===== src/rtl/amplitude_monitor.sv =====
// amplitude_monitor: measures the signed maximum, minimum and peak-to-peak
// span of a qualified sample stream over a requested window of valid samples.
// After start, SETTLE_SAMPLES valid samples are discarded to absorb upstream
// filter group delay. The next window_length valid samples are then measured,
// and the result is presented for one REPORT cycle.
//
// Stream semantics: data is consumed on any rising edge where data_valid=1.
// There is no backpressure. The source never stalls, and the monitor never
// refuses a sample. A cycle with data_valid=0 changes no counter and no
// running value. start is a single-cycle request that is honoured only in
// IDLE and is dropped silently in every other state.
//
// Counter width: SETTLE_SAMPLES must fit in COUNT_WIDTH bits.
module amplitude_monitor #(
  parameter int DATA_WIDTH     = 17,
  parameter int SETTLE_SAMPLES = 64,
  parameter int COUNT_WIDTH    = 16
) (
  input  logic                         clock,
  input  logic                         reset,
  input  logic signed [DATA_WIDTH-1:0] data,
  input  logic                         data_valid,
  input  logic                         start,
  input  logic [COUNT_WIDTH-1:0]       window_length,
  input  logic [DATA_WIDTH:0]          threshold,
  output logic                         busy,
  output logic signed [DATA_WIDTH-1:0] maximum,
  output logic signed [DATA_WIDTH-1:0] minimum,
  output logic [DATA_WIDTH:0]          peak_to_peak,
  output logic                         below_threshold,
  output logic                         result_valid,
  output logic [1:0]                   fsm_state
);

  typedef enum logic [1:0] {
    IDLE    = 2'd0,
    SETTLE  = 2'd1,
    MEASURE = 2'd2,
    REPORT  = 2'd3
  } state_t;

  // Index of the final settle sample.
  // It is unused when SETTLE_SAMPLES is 0, because SETTLE is then skipped.
  localparam logic [COUNT_WIDTH-1:0] SETTLE_LAST =
    COUNT_WIDTH'((SETTLE_SAMPLES == 0) ? 0 : SETTLE_SAMPLES - 1);

  state_t current_state;
  state_t next_state;

  // Settings latched when a start is accepted.
  logic [COUNT_WIDTH-1:0] window_last;
  logic [DATA_WIDTH:0]    threshold_reg;

  // Sample counters.
  logic [COUNT_WIDTH-1:0] settle_count;
  logic [COUNT_WIDTH-1:0] measure_count;

  // Running extremes of the window in progress.
  logic signed [DATA_WIDTH-1:0] run_max;
  logic signed [DATA_WIDTH-1:0] run_min;

  // Control strobes decoded from the state and the inputs.
  logic accept_start;
  logic settle_step;
  logic settle_done;
  logic measure_step;
  logic window_done;

  // Extremes that include the current sample, and the span derived from them.
  logic signed [DATA_WIDTH-1:0] next_max;
  logic signed [DATA_WIDTH-1:0] next_min;
  logic [DATA_WIDTH:0]          ext_max;
  logic [DATA_WIDTH:0]          ext_min;
  logic [DATA_WIDTH:0]          next_span;

  // State register.
  always_ff @(posedge clock) begin
    if (reset) begin
      current_state <= IDLE;
    end else begin
      current_state <= next_state;
    end
  end

  // Next-state logic and control strobes.
  always_comb begin
    next_state   = current_state;
    accept_start = 1'b0;
    settle_step  = 1'b0;
    settle_done  = 1'b0;
    measure_step = 1'b0;
    window_done  = 1'b0;
    case (current_state)
      IDLE: begin
        if (start) begin
          accept_start = 1'b1;
          next_state   = (SETTLE_SAMPLES == 0) ? MEASURE : SETTLE;
        end
      end
      SETTLE: begin
        if (data_valid) begin
          settle_step = 1'b1;
          if (settle_count == SETTLE_LAST) begin
            settle_done = 1'b1;
            next_state  = MEASURE;
          end
        end
      end
      MEASURE: begin
        if (data_valid) begin
          measure_step = 1'b1;
          if (measure_count == window_last) begin
            window_done = 1'b1;
            next_state  = REPORT;
          end
        end
      end
      REPORT: begin
        next_state = IDLE;
      end
      default: begin
        next_state = IDLE;
      end
    endcase
  end

  // Fold the current sample into the running extremes.
  // The first measured sample loads both extremes.
  // Both operands are sign-extended by one bit so that the span cannot wrap.
  always_comb begin
    next_max = run_max;
    next_min = run_min;
    if (measure_count == '0 || data > run_max) begin
      next_max = data;
    end
    if (measure_count == '0 || data < run_min) begin
      next_min = data;
    end
    ext_max   = {next_max[DATA_WIDTH-1], next_max};
    ext_min   = {next_min[DATA_WIDTH-1], next_min};
    next_span = ext_max - ext_min;
  end

  // Latch settings on start, advance counters and running extremes,
  // and publish the result on the edge that accepts the final sample.
  always_ff @(posedge clock) begin
    if (reset) begin
      window_last     <= '0;
      threshold_reg   <= '0;
      settle_count    <= '0;
      measure_count   <= '0;
      run_max         <= '0;
      run_min         <= '0;
      maximum         <= '0;
      minimum         <= '0;
      peak_to_peak    <= '0;
      below_threshold <= 1'b0;
      result_valid    <= 1'b0;
    end else begin
      result_valid <= window_done;
      if (accept_start) begin
        // A zero-length request is treated as a one-sample window.
        window_last   <= (window_length == '0) ? '0 : window_length - 1'b1;
        threshold_reg <= threshold;
        settle_count  <= '0;
        measure_count <= '0;
        run_max       <= '0;
        run_min       <= '0;
      end
      if (settle_step && !settle_done) begin
        settle_count <= settle_count + 1'b1;
      end else if (settle_done) begin
        settle_count <= '0;
      end
      if (measure_step) begin
        run_max       <= next_max;
        run_min       <= next_min;
        measure_count <= measure_count + 1'b1;
      end
      if (window_done) begin
        maximum         <= next_max;
        minimum         <= next_min;
        peak_to_peak    <= next_span;
        below_threshold <= (next_span < threshold_reg);
      end
    end
  end

  assign busy      = (current_state != IDLE);
  assign fsm_state = current_state;

endmodule


===== config.mk =====
export PLATFORM = sky130hd
export DESIGN_NAME = amplitude_monitor
export DESIGN_NICKNAME = d
export VERILOG_FILES = /design/src/rtl/amplitude_monitor.sv
export SDC_FILE = /design/constraint.sdc
export NUM_CORES = 1
export LEC_CHECK = 0
export CORE_ASPECT_RATIO = 0.7
export CORE_MARGIN = 2
export CORE_UTILIZATION = 31
export CTS_BUF_LIST = sky130_fd_sc_hd__clkbuf_4 sky130_fd_sc_hd__clkbuf_8
export CTS_CLUSTER_DIAMETER = 80
export DETAILED_ROUTE_END_ITERATION = 10
export SLEW_MARGIN = 20
export SYNTH_ARGS = -nofsm -noshare
export SYNTH_HDL_FRONTEND = slang
export SYNTH_SLANG_ARGS = --single-unit

===== constraint.sdc =====
create_clock -name clock -period 6 [get_ports clock]
set_clock_uncertainty 0.05 [all_clocks]
set_input_delay 1.2 -clock clock [delete_from_list [all_inputs] [get_ports clock]]
set_output_delay 1.2 -clock clock [all_outputs]
set_load 0.02 [all_outputs]

==> impl_metrics.prom, run 1 <==
# TYPE chip_impl_metric gauge
chip_impl_metric{name="drt_pass1_iterations",unit=""} 5
chip_impl_metric{name="stdcell_count",unit=""} 1653
chip_impl_info{name="timing.critical_path.slowest_stage_cell",value="ha_1"} 1
chip_impl_info{name="critPathKind",value="primary input to register"} 1
chip_impl_metric{name="finish.net_count",unit=""} 1401
chip_impl_metric{name="hold_viol",unit=""} 0
chip_impl_metric{name="clk-insertion-delay-late",unit="ps"} 470
chip_impl_metric{name="synthesis.instances",unit=""} 1056
chip_impl_metric{name="num_antenna_cells",unit=""} 0
chip_impl_info{name="crit_path_start_kind",value="primary input"} 1
chip_impl_info{name="layout_commonest_cell",value="nor2_1"} 1
chip_impl_metric{name="finalWeightedCongestion",unit=""} 0.829
chip_impl_metric{name="seq_area_frac_synth",unit="%"} 35.6
chip_impl_metric{name="die_width",unit="µm"} 205
chip_impl_metric{name="worst-endpoint-arrival",unit="ps"} 6050
chip_impl_info{name="cts-root-buf",value="clkbuf_8"} 1
chip_impl_metric{name="cts_buffer_depth",unit=""} 2
chip_impl_metric{name="power_density",unit="mW/mm²"} 274
chip_impl_info{name="dominant_combinational_cell_family_by_area_after_synthesis",value="simple AND/OR/NAND/NOR gates"} 1
chip_impl_metric{name="detail_route.vias_per_cell",unit=""} 4.89
chip_impl_info{name="min-delay-path-class",value="register to register"} 1
chip_impl_metric{name="drc",unit=""} 0
chip_impl_metric{name="max_clock_freq",unit="MHz"} 175
chip_impl_info{name="tritoncts",value="done"} 1
chip_impl_metric{name="critical_path_peak_fanout",unit=""} 8
chip_impl_metric{name="wire_per_inst",unit="µm"} 15.4
chip_impl_metric{name="routed_wl",unit="µm"} 25400
chip_impl_metric{name="post_synth.cell_area_avg",unit="µm²"} 8.30
chip_impl_metric{name="power.share.sequential",unit="%"} 35.1
chip_impl_info{name="synth_flop_cell",value="dfxtp_1"} 1
chip_impl_metric{name="setup_violations",unit=""} 0
chip_impl_metric{name="slew_headroom",unit="%"} 29.8
chip_impl_metric{name="die_h",unit="µm"} 145
chip_impl_metric{name="power.switching_fraction",unit="%"} 35.5
chip_impl_metric{name="required",unit="ps"} 6350
chip_impl_metric{name="internal_power",unit="mW"} 2.15
chip_impl_info{name="worst_setup_path_end_kind",value="register"} 1
chip_impl_metric{name="clk_transition_reported_paths",unit="ps"} 100
chip_impl_metric{name="max-vdd-ir-drop",unit="V"} 0.000135
chip_impl_metric{name="max_cap_viol_count",unit=""} 0
chip_impl_metric{name="grt_total_ovfl",unit=""} 0
chip_impl_metric{name="cts_max_level",unit=""} 4
chip_impl_metric{name="route.vias.total",unit=""} 8087
chip_impl_metric{name="p_clk_share",unit="%"} 26.0
chip_impl_metric{name="synth_seq_cells",unit=""} 156
chip_impl_metric{name="layout_cells_sized_above_1",unit="%"} 20.4
chip_impl_metric{name="global_route_wire_length_before_repair",unit="µm"} 40500
chip_impl_metric{name="basic_gate_share_of_the_synthesized_area_counting_and_or_nand_and_nor_cells",unit="%"} 20.4
chip_impl_metric{name="layout-area-overhead-vs-synth",unit="%"} 38.5
chip_impl_metric{name="synth_xor_area_share",unit="%"} 5.90
chip_impl_metric{name="setup_tns",unit="ps"} 0
chip_impl_metric{name="synth.cell_area",unit="mm²"} 0.00876
chip_impl_metric{name="power.share.combinational",unit="%"} 38.9
chip_impl_info{name="outcome",value="finished, final reports clean"} 1
chip_impl_metric{name="switchingPower",unit="mW"} 1.18
chip_impl_metric{name="route.antenna.remaining_nets",unit=""} 0
chip_impl_metric{name="period_share",unit="%"} 95.1
chip_impl_metric{name="timing_worst_slew_pin_value",unit="ps"} 1050
chip_impl_metric{name="initial_core_util",unit="%"} 31.5
chip_impl_metric{name="grt_pass1_vias",unit=""} 7648
chip_impl_metric{name="place_inst",unit=""} 1612
chip_impl_metric{name="place.detailed.hpwl",unit="µm"} 18400
chip_impl_metric{name="asyncSetResetFlopFracSynth",unit="%"} 0
chip_impl_metric{name="clock_sinks",unit=""} 156
chip_impl_info{name="setup_repair_after_global_routing_missed_its_margin",value="false"} 1
chip_impl_metric{name="synth-adder-area-share",unit="%"} 10.9
chip_impl_metric{name="cts-buffers-inserted",unit=""} 17
chip_impl_metric{name="ys_warn_count",unit=""} 0
chip_impl_metric{name="std_cell_rows",unit=""} 51
chip_impl_metric{name="core-area",unit="mm²"} 0.0278
chip_impl_metric{name="drv_slew",unit=""} 0
chip_impl_metric{name="grt_max_degree",unit=""} 83
chip_impl_metric{name="die_area",unit="mm²"} 0.0297
chip_impl_metric{name="antenna_violations_before_repair",unit=""} 0
chip_impl_metric{name="synth.area.mux_share",unit="%"} 6.20
chip_impl_metric{name="mappedNetlistNets",unit=""} 1187
chip_impl_info{name="mostFrequentLayoutCells",value="nor2_1, dfxtp_1, buf_4, nand2_1, clkdlybuf4s50_1"} 1
chip_impl_metric{name="slowest_delay",unit="ps"} 310
chip_impl_metric{name="period_minus_slack",unit="ps"} 5700
chip_impl_metric{name="synth_compound_gate_area_share",unit="%"} 15.3
chip_impl_metric{name="buffer_ports.inserted",unit=""} 111
chip_impl_metric{name="yosys.cell_types.count",unit=""} 58
chip_impl_metric{name="drt-initial-drc-count",unit=""} 467
chip_impl_metric{name="floorplan.io_pins",unit=""} 112
chip_impl_metric{name="total_routing_usage_reported_by_global_routing",unit="%"} 17.4
chip_impl_metric{name="post_synth_edffs",unit=""} 0
chip_impl_metric{name="cellLeakagePower",unit="nW"} 4.85
[routing by layer]
| layer | vias to the layer above | share of wire (%) | track usage, % | wire length [µm] |
|---|---|---|---|---|
| met5 | - | 0 | 0 | 0 |
| met4 | 0 | 0.78 | 3.67 | 199 |
| met3 | 12 | 4.6 | 3.61 | 1160 |
| met2 | 159 | 42 | 25.2 | 10600 |
| met1 | 3812 | 53 | 26.2 | 13400 |
| li1 | 4104 | - | - | - |
[per-stage QoR]
| stage | utilization [%] | power [mW] | hold slack, ps | area [µm²] | setup WS [ps] |
|---|---|---|---|---|---|
| global placement | 39.9 | 2.36 | 396 | 11100 | -675 |
| global route | 43.6 | 3.56 | 427 | 12100 | 82.4 |
| floorplan | - | 1.89 | 386 | 8790 | 32.5 |
| CTS | 42.3 | 3.30 | 409 | 11800 | 1.55 |
| detailed placement | 39.9 | 2.37 | 398 | 11100 | -846 |
| finish | 43.6 | 3.33 | 409 | 12100 | 295 |
[worst max-delay path, delay by kind of cell]
kind,cells,cell delay [ps]
adders and majority gates,3,870
muxes,2,590
AOI/OAI and AO/OA,11,1610
buffers and inverters,6,960
and+or+nand+nor,6,770
[worst paths after layout]
check,startpoint,end,slack [ps],cells past startpoint
worst max-delay path,data[8],below_threshold,300,28
worst min-delay path,threshold_reg[11],threshold_reg[11],410,2
worst max register to register,run_max[14],below_threshold,760,24
worst min register to register,threshold_reg[11],threshold_reg[11],410,2
[area by class of cell]
class	instances	area, µm²
clock buffer	19	255
clock inverter	12	160
inverter	70	263
fill	2764	15700
tap	371	464
sequential	156	3120
timing repair buffer	246	2230
multi-input combinational	779	5640
[power by group through the flow]
stage                     Sequential, mW  Clock, mW  Combinational, mW
after detailed placement            1.19          0               1.18
final                               1.17      0.866               1.30
after global placement              1.19          0               1.17
after floorplan                     1.20          0              0.690
after CTS                           1.17      0.889               1.25
after global routing                1.18      0.936               1.44
[Yosys cell counts (3+ instances only)]
cell type  instances  area share (%)
inv_1             70             3.0
nand2b_1           4            0.29
nand4_1           13            0.93
a21oi_1           69             3.9
and2_1             4            0.29
mux2_4             6             1.0
nand3_1           36             2.1
a211oi_1          25             2.1
o21bai_1           5            0.43
nor4_1             9            0.64
a32oi_1           18             1.8
or3_1              6            0.43
mux2i_1           34             3.9
nor3_1            26             1.5
or4_1              6            0.51
buf_4              3            0.26
nor2b_1            6            0.43
o21ai_0           19             1.1
ha_1              75              11
nor2_1           159             6.8
a22oi_1           18             1.5
mux2_2            10             1.3
nor4b_1            4            0.40
o21a_1             8            0.69
dfxtp_1          156              36
a21o_1            15             1.3
and3_1             7            0.50
nand2_1           99             4.2
xor2_1            35             3.5
clkbuf_1          38             1.6
xnor2_1           24             2.4
buf_2              9            0.51
nor3_2             7            0.80
[logic make-up (layout without fill, tap and decap cells)]
group,after synthesis,after routing
AND/OR/NAND/NOR,393,393
AO/OA/AOI/OAI,201,201
flip-flops,156,156
buffers and inverters,121,347
adder cells (fa/ha/maj),76,76
XOR/XNOR,59,59
multiplexers,50,50
[repair_timing]
item	CTS	global route
buffers inserted	6	4
cloned	0	0
gates resized for setup	38	62
pin swaps	14	25
setup endpoints to repair	1	1
hold buffers	0	0
(Power assumes the default switching activity.)
==> run 2, diff against run 1 <==
CORE_MARGIN = unset   (was 2)
==> run 2 against run 1 <==
Net effect:
- clock power is 6.0% higher
- non-clock buffer count up 12
- sequential power barely moved
- critical endpoint unchanged
- highest routed layer unchanged
==> impl_metrics.prom, run 2 (same netlist as run 1, synthesis figures left out) <==
# TYPE chip_impl_metric gauge
chip_impl_info{name="outcome",value="finished, final reports clean"} 1
chip_impl_metric{name="core-area",unit="mm²"} 0.0278
chip_impl_metric{name="total_routing_usage_reported_by_global_routing",unit="%"} 17.5
chip_impl_metric{name="clk_transition_reported_paths",unit="ps"} 80
chip_impl_metric{name="period_share",unit="%"} 97.3
chip_impl_metric{name="finish.net_count",unit=""} 1413
chip_impl_info{name="worst_setup_path_end_kind",value="register"} 1
chip_impl_metric{name="finalWeightedCongestion",unit=""} 0.869
chip_impl_metric{name="global_route_wire_length_before_repair",unit="µm"} 40200
chip_impl_metric{name="tightest_hold_margin",unit="ps"} 407
chip_impl_info{name="layout_commonest_cell",value="nor2_1"} 1
chip_impl_metric{name="drv_slew",unit=""} 0
chip_impl_metric{name="max_clock_freq",unit="MHz"} 171
chip_impl_metric{name="grt_pass1_vias",unit=""} 7717
chip_impl_metric{name="place_inst",unit=""} 1611
chip_impl_metric{name="layout_cells_sized_above_1",unit="%"} 20.3
chip_impl_metric{name="p_clk_share",unit="%"} 27.1
chip_impl_info{name="cts-root-buf",value="clkbuf_8"} 1
chip_impl_metric{name="place.detailed.hpwl",unit="µm"} 18300
chip_impl_metric{name="route.vias.total",unit=""} 8100
chip_impl_metric{name="initial_core_util",unit="%"} 31.5
chip_impl_metric{name="floorplan.io_pins",unit=""} 112
chip_impl_metric{name="die_area",unit="mm²"} 0.0290
chip_impl_metric{name="std_cell_rows",unit=""} 51
chip_impl_metric{name="route.antenna.remaining_nets",unit=""} 0
chip_impl_metric{name="worst-endpoint-arrival",unit="ps"} 6170
chip_impl_metric{name="fin_area",unit="mm²"} 0.0122
chip_impl_metric{name="critical_path_peak_fanout",unit=""} 8
chip_impl_metric{name="cellLeakagePower",unit="nW"} 4.89
chip_impl_metric{name="detail_route.vias_per_cell",unit=""} 4.86
chip_impl_metric{name="power.share.sequential",unit="%"} 34.4
chip_impl_metric{name="setup_violations",unit=""} 0
chip_impl_metric{name="antenna_violations_before_repair",unit=""} 1
chip_impl_metric{name="wire_per_inst",unit="µm"} 15.3
chip_impl_metric{name="slew_headroom",unit="%"} 31.2
chip_impl_metric{name="timing_worst_slew_pin_value",unit="ps"} 1030
chip_impl_metric{name="drt_pass1_iterations",unit=""} 5
chip_impl_metric{name="grt_total_ovfl",unit=""} 0
chip_impl_metric{name="grt_max_degree",unit=""} 83
chip_impl_metric{name="period_minus_slack",unit="ps"} 5840
chip_impl_metric{name="buffer_ports.inserted",unit=""} 111
chip_impl_metric{name="max_cap_viol_count",unit=""} 0
chip_impl_metric{name="clk-insertion-delay-late",unit="ps"} 470
chip_impl_metric{name="drt-initial-drc-count",unit=""} 521
chip_impl_metric{name="cts_buffer_depth",unit=""} 2
chip_impl_metric{name="layout-area-overhead-vs-synth",unit="%"} 38.9
chip_impl_metric{name="cts_max_level",unit=""} 4
chip_impl_metric{name="nFillCells",unit=""} 2765
chip_impl_metric{name="power.switching_fraction",unit="%"} 35.1
chip_impl_info{name="mostFrequentLayoutCells",value="nor2_1, dfxtp_1, buf_4, nand2_1, clkdlybuf4s50_1"} 1
chip_impl_metric{name="multi_input_comb_area",unit="mm²"} 0.00555
chip_impl_metric{name="die_h",unit="µm"} 143
chip_impl_metric{name="hold_viol",unit=""} 0
chip_impl_metric{name="clock_sinks",unit=""} 156
chip_impl_metric{name="power.share.combinational",unit="%"} 38.5
chip_impl_metric{name="cts_hold_repair.buffers",unit=""} 0
chip_impl_metric{name="internal_power",unit="mW"} 2.20
chip_impl_metric{name="detailed_place.area",unit="mm²"} 0.0111
chip_impl_metric{name="die_width",unit="µm"} 203
chip_impl_metric{name="required",unit="ps"} 6340
chip_impl_metric{name="stdcell_count",unit=""} 1667
chip_impl_metric{name="r2r_setup_slack",unit="ps"} 640
chip_impl_metric{name="switchingPower",unit="mW"} 1.19
chip_impl_metric{name="power_density",unit="mW/mm²"} 279
chip_impl_metric{name="layout.area.seq",unit="mm²"} 0.00312
chip_impl_metric{name="routed_wl",unit="µm"} 25500
chip_impl_info{name="tritoncts",value="done"} 1
chip_impl_metric{name="total_power",unit="mW"} 3.39
chip_impl_info{name="crit_path_start_kind",value="primary input"} 1
chip_impl_metric{name="drc",unit=""} 0
chip_impl_metric{name="cts-buffers-inserted",unit=""} 17
chip_impl_info{name="critPathKind",value="primary input to register"} 1
chip_impl_info{name="min-delay-path-class",value="register to register"} 1
chip_impl_metric{name="max-vdd-ir-drop",unit="V"} 0.000157
-- run 2: changes by cell type in the layout (fill, tap and decap cells not counted), sizes merged --
cell,before,now
clkbuf,19,22
clkdlybuf4s50,93,95
clkinvlp,1,3
diode,0,1
buf,136,147
dlymetal6s2s,17,14
clkinv,5,2
bufinv,3,4
-- run 2: power groups by stage --
| stage | combinational, mW | sequential (mW) | clock, mW |
|---|---|---|---|
| 3_5_place_dp | 1.18 | 1.19 | 0 |
| 5_1_grt | 1.44 | 1.18 | 0.988 |
| 6_report | 1.31 | 1.17 | 0.918 |
| 4_1_cts | 1.23 | 1.17 | 0.946 |
| 3_3_place_gp | 1.17 | 1.19 | 0 |
| 2_1_floorplan | 0.690 | 1.20 | 0 |
-- run 2: worst paths after layout --
| path | end | cells after the start | from |
|---|---|---|---|
| min | threshold_reg[4] | 2 | threshold_reg[4] |
| max | below_threshold | 25 | data[16] |
| min reg2reg | threshold_reg[4] | 2 | threshold_reg[4] |
| max reg2reg | below_threshold | 26 | run_max[14] |
-- run 2: final cells by class --
type / count / area share, %
Clock inverter: 12 / 1.53
Sequential cell: 156 / 25.6
Clock buffer: 20 / 2.16
Timing Repair Buffer: 258 / 19.1
Tap cell: 371 / 3.81
Inverter: 70 / 2.16
Multi-Input combinational cell: 779 / 45.6
Antenna cell: 1 / 0.0205
-- run 2: timing repair --
| item | 4_1_cts | 5_1_grt |
|---|---|---|
| gates cloned | 0 | 1 |
| setup endpoints to repair | 1 | 1 |
| resized for setup | 31 | 61 |
| pin swaps | 19 | 30 |
| buffers inserted | 11 | 10 |
-- run 2: worst max-delay path, cell delays in order --
cell             delay [ps]
clkdlybuf4s50_1         430
ha_2                    220
a211oi_2                280
o21ai_2                 100
or4_4                   550
a21oi_4                 170
buf_12                  160
mux2i_4                 220
inv_1                    60
ha_1                    280
nor2b_2                 150
o21ai_2                 180
a21oi_2                  80
o21ai_1                 150
buf_4                   160
mux2_4                  310
nor3_4                  200
ha_1                    270
a21o_1                  160
a21o_1                  180
a21oi_2                 120
nor2_2                   50
a211oi_2                160
o311ai_1                120
a21oi_1                 180
-- run 2: per-stage QoR --
step           util, %  setup TNS, ps  setup WS (ps)
6_report          43.8              0            162
3_5_place_dp      39.9           -968           -855
5_1_grt           43.8          -37.1          -37.1
3_3_place_gp      39.9           -709           -709
4_1_cts           42.3              0          0.733
2_1_floorplan        -              0           32.5
-- run 2: metal layers --
layer  share of wire (%)  up-vias  GRT usage [%]
met1                  53     3787           26.2
met2                  42      160           25.7
met4                0.80        0           3.76
met3                 4.2       12           3.51
li1                    -     4141              -
met5                   0        -              0
==> run 3, diff against run 2 <==
CORE_MARGIN = 2   (was unset)
SKIP_LAST_GASP = 1   (was unset)
==> results of run 3 <==
No change in the layout: final DEF, timing and power equal those of run 1.
==> RTL edit: new RTL, flow settings as in run 1 <==
The output `result_valid` loses its register stage (`result_valid` becomes a continuous assignment).
--- a/src/rtl/amplitude_monitor.sv
+++ b/src/rtl/amplitude_monitor.sv
@@ -157,5 +157,3 @@
       below_threshold <= 1'b0;
-      result_valid    <= 1'b0;
     end else begin
-      result_valid <= window_done;
       if (accept_start) begin
@@ -188,2 +186,4 @@
 
+  assign result_valid = window_done;
+
   assign busy      = (current_state != IDLE);
Behaviour: no difference found for any inputs over 10 cycles, from zero or initial values and one cycle with reset high; that may be too few to reach the edited logic, so the function may still have changed.
==> RTL edit against run 1 <==
- synthesized area is 0.24% higher
- critical path depth is 3 lower
- largest power group unchanged
- cell area is 1.3% higher
- total power is 1.9% higher
- highest routed layer unchanged
- worst setup slack worse by 120 ps
- critical endpoint unchanged
- sequential cell count is 1 lower
- synthesized cell count is 1.1% higher
- routed wire length is 12% higher
==> RTL edit: results <==
metrics = {
    "run_status": {
        "status": "completed",
    },
    "yosys": {
        "synth.net_count": 1199,
        "synthAdderAreaFrac_pct": 10.91,
        "yosysUniqueCellTypes": 60,
        "netlist_instances": 1068,
        "ys_seq_area_share_pct": 35.32,
        "synth.area.top_cells": "dfxtp_1, ha_1, nor2_1",
        "yosys-top-cells-count": "dfxtp_1, nor2_1, nand2_1",
        "synth_compound_gate_area_share_pct": 16.72,
        "synthXorXnorAreaFrac_pct": 5.682,
    },
    "layout": {
        "inv_count": 74,
        "layout.nets": 1433,
        "stdcell_count": 1686,
        "n_all_buffers": 271,
        "buf_share_pct": 18.95,
        "design.seq.count": 155,
        "seq_share_pct": 25.23,
        "comb.multi_input.count": 783,
        "multi_input_area_share_pct": 46.45,
        "drive_gt1_share_pct": 21.83,
        "clk_share_pct": 3.327,
    },
    "grt": {
        "grt_pass1_wl_um": 43570,
        "grt_pass1_vias": 8006,
        "grt_max_degree": 77,
        "grt_usage_pct": 18.91,
    },
    "sta": {
        "slew_headroom_pct": 34.77,
    },
    "setup_path": {
        "r2r-start": "run_max[9]",
        "crit_slowest_cell": "clkdlybuf4s50_1",
        "r2r_slack_ps": 560,
        "ff2ff_path_depth": 28,
        "worst_ep_arrival_time_ps": 6190,
        "cp-startpoint": "data[3]",
        "max_stage_delay_ps": 490,
        "critPathMaxFanout": 6,
    },
    "cts": {
        "post_cts_buffers": 19,
        "clock_latency_ps": 490,
        "cts_resized": 48,
    },
    "placed_design": {
        "place_congestion": 0.9149,
        "post-dp-hpwl_um": 20500,
        "placed_cells": 1630,
    },
    "hold_path": {
        "min_to": "threshold_reg[8]",
        "worst_hold_startpoint": "threshold_reg[8]",
    },
    "route": {
        "drt_iter0_drc": 548,
        "vias_per_cell": 5.082,
    },
    "power_and_ir_drop": {
        "power_switching_mw": 1.292,
        "internal_power_mw": 2.099,
        "clkPwrFrac_pct": 24.7,
        "seq_power_share_pct": 34.3,
        "ir_drop_mv": 0.1107,
    },
}
## RTL edit: changes by cell type after synthesis, sizes merged, moves of 4 or more
cell    before  now
nand3b       1   19
nor2       160  142
o41ai        0   17
mux2i       34   19
nand3       36   21
clkbuf      38   48
nand4       13   20
buf         13    8
a211oi      27   23
nand2b       4    8
nor2b        6   10
## RTL edit: cells by family (layout without fill, tap and decap cells)
family,after synthesis,in the layout
simple gates,397,397
xor+xnor,57,57
mux,35,35
buf+inv,130,377
fa+ha+maj,76,76
flops,155,155
compound gates,218,218
## RTL edit: worst max-delay path, delay by kind of cell
kind | cells | cell delay (ps)
multiplexers | 1 | 270
AO/OA/AOI/OAI | 15 | 2620
XOR/XNOR | 1 | 210
AND/OR/NAND/NOR | 2 | 290
adder cells (fa/ha/maj) | 3 | 840
buffers and inverters | 3 | 740
## RTL edit: per-layer routing
| layer | routed length [um] | up-vias | global-route usage [%] | part of all wire, % |
|---|---|---|---|---|
| met1 | 14270 | 4085 | 27.41 | 50 |
| met5 | 0 | - | 0 | 0 |
| met4 | 365 | 0 | 4.695 | 1.3 |
| met3 | 1689 | 22 | 4.456 | 6.0 |
| met2 | 12030 | 214 | 28.00 | 42 |
| li1 | - | 4248 | - | - |
## RTL edit: through the flow
stage	setup TNS, ps	utilization (%)	hold slack [ps]	instance area, um2	worst slack (ps)
5_1_grt	-85.28	44.20	431.9	12300	-85.28
6_report	0	44.20	409.4	12300	171.7
3_5_place_dp	-1017	40.24	397.5	11190	-1004
3_3_place_gp	-805.8	40.24	388.7	11190	-805.8
2_1_floorplan	0	-	386.3	8806	29.51
4_1_cts	0	42.99	411.7	11960	6.630
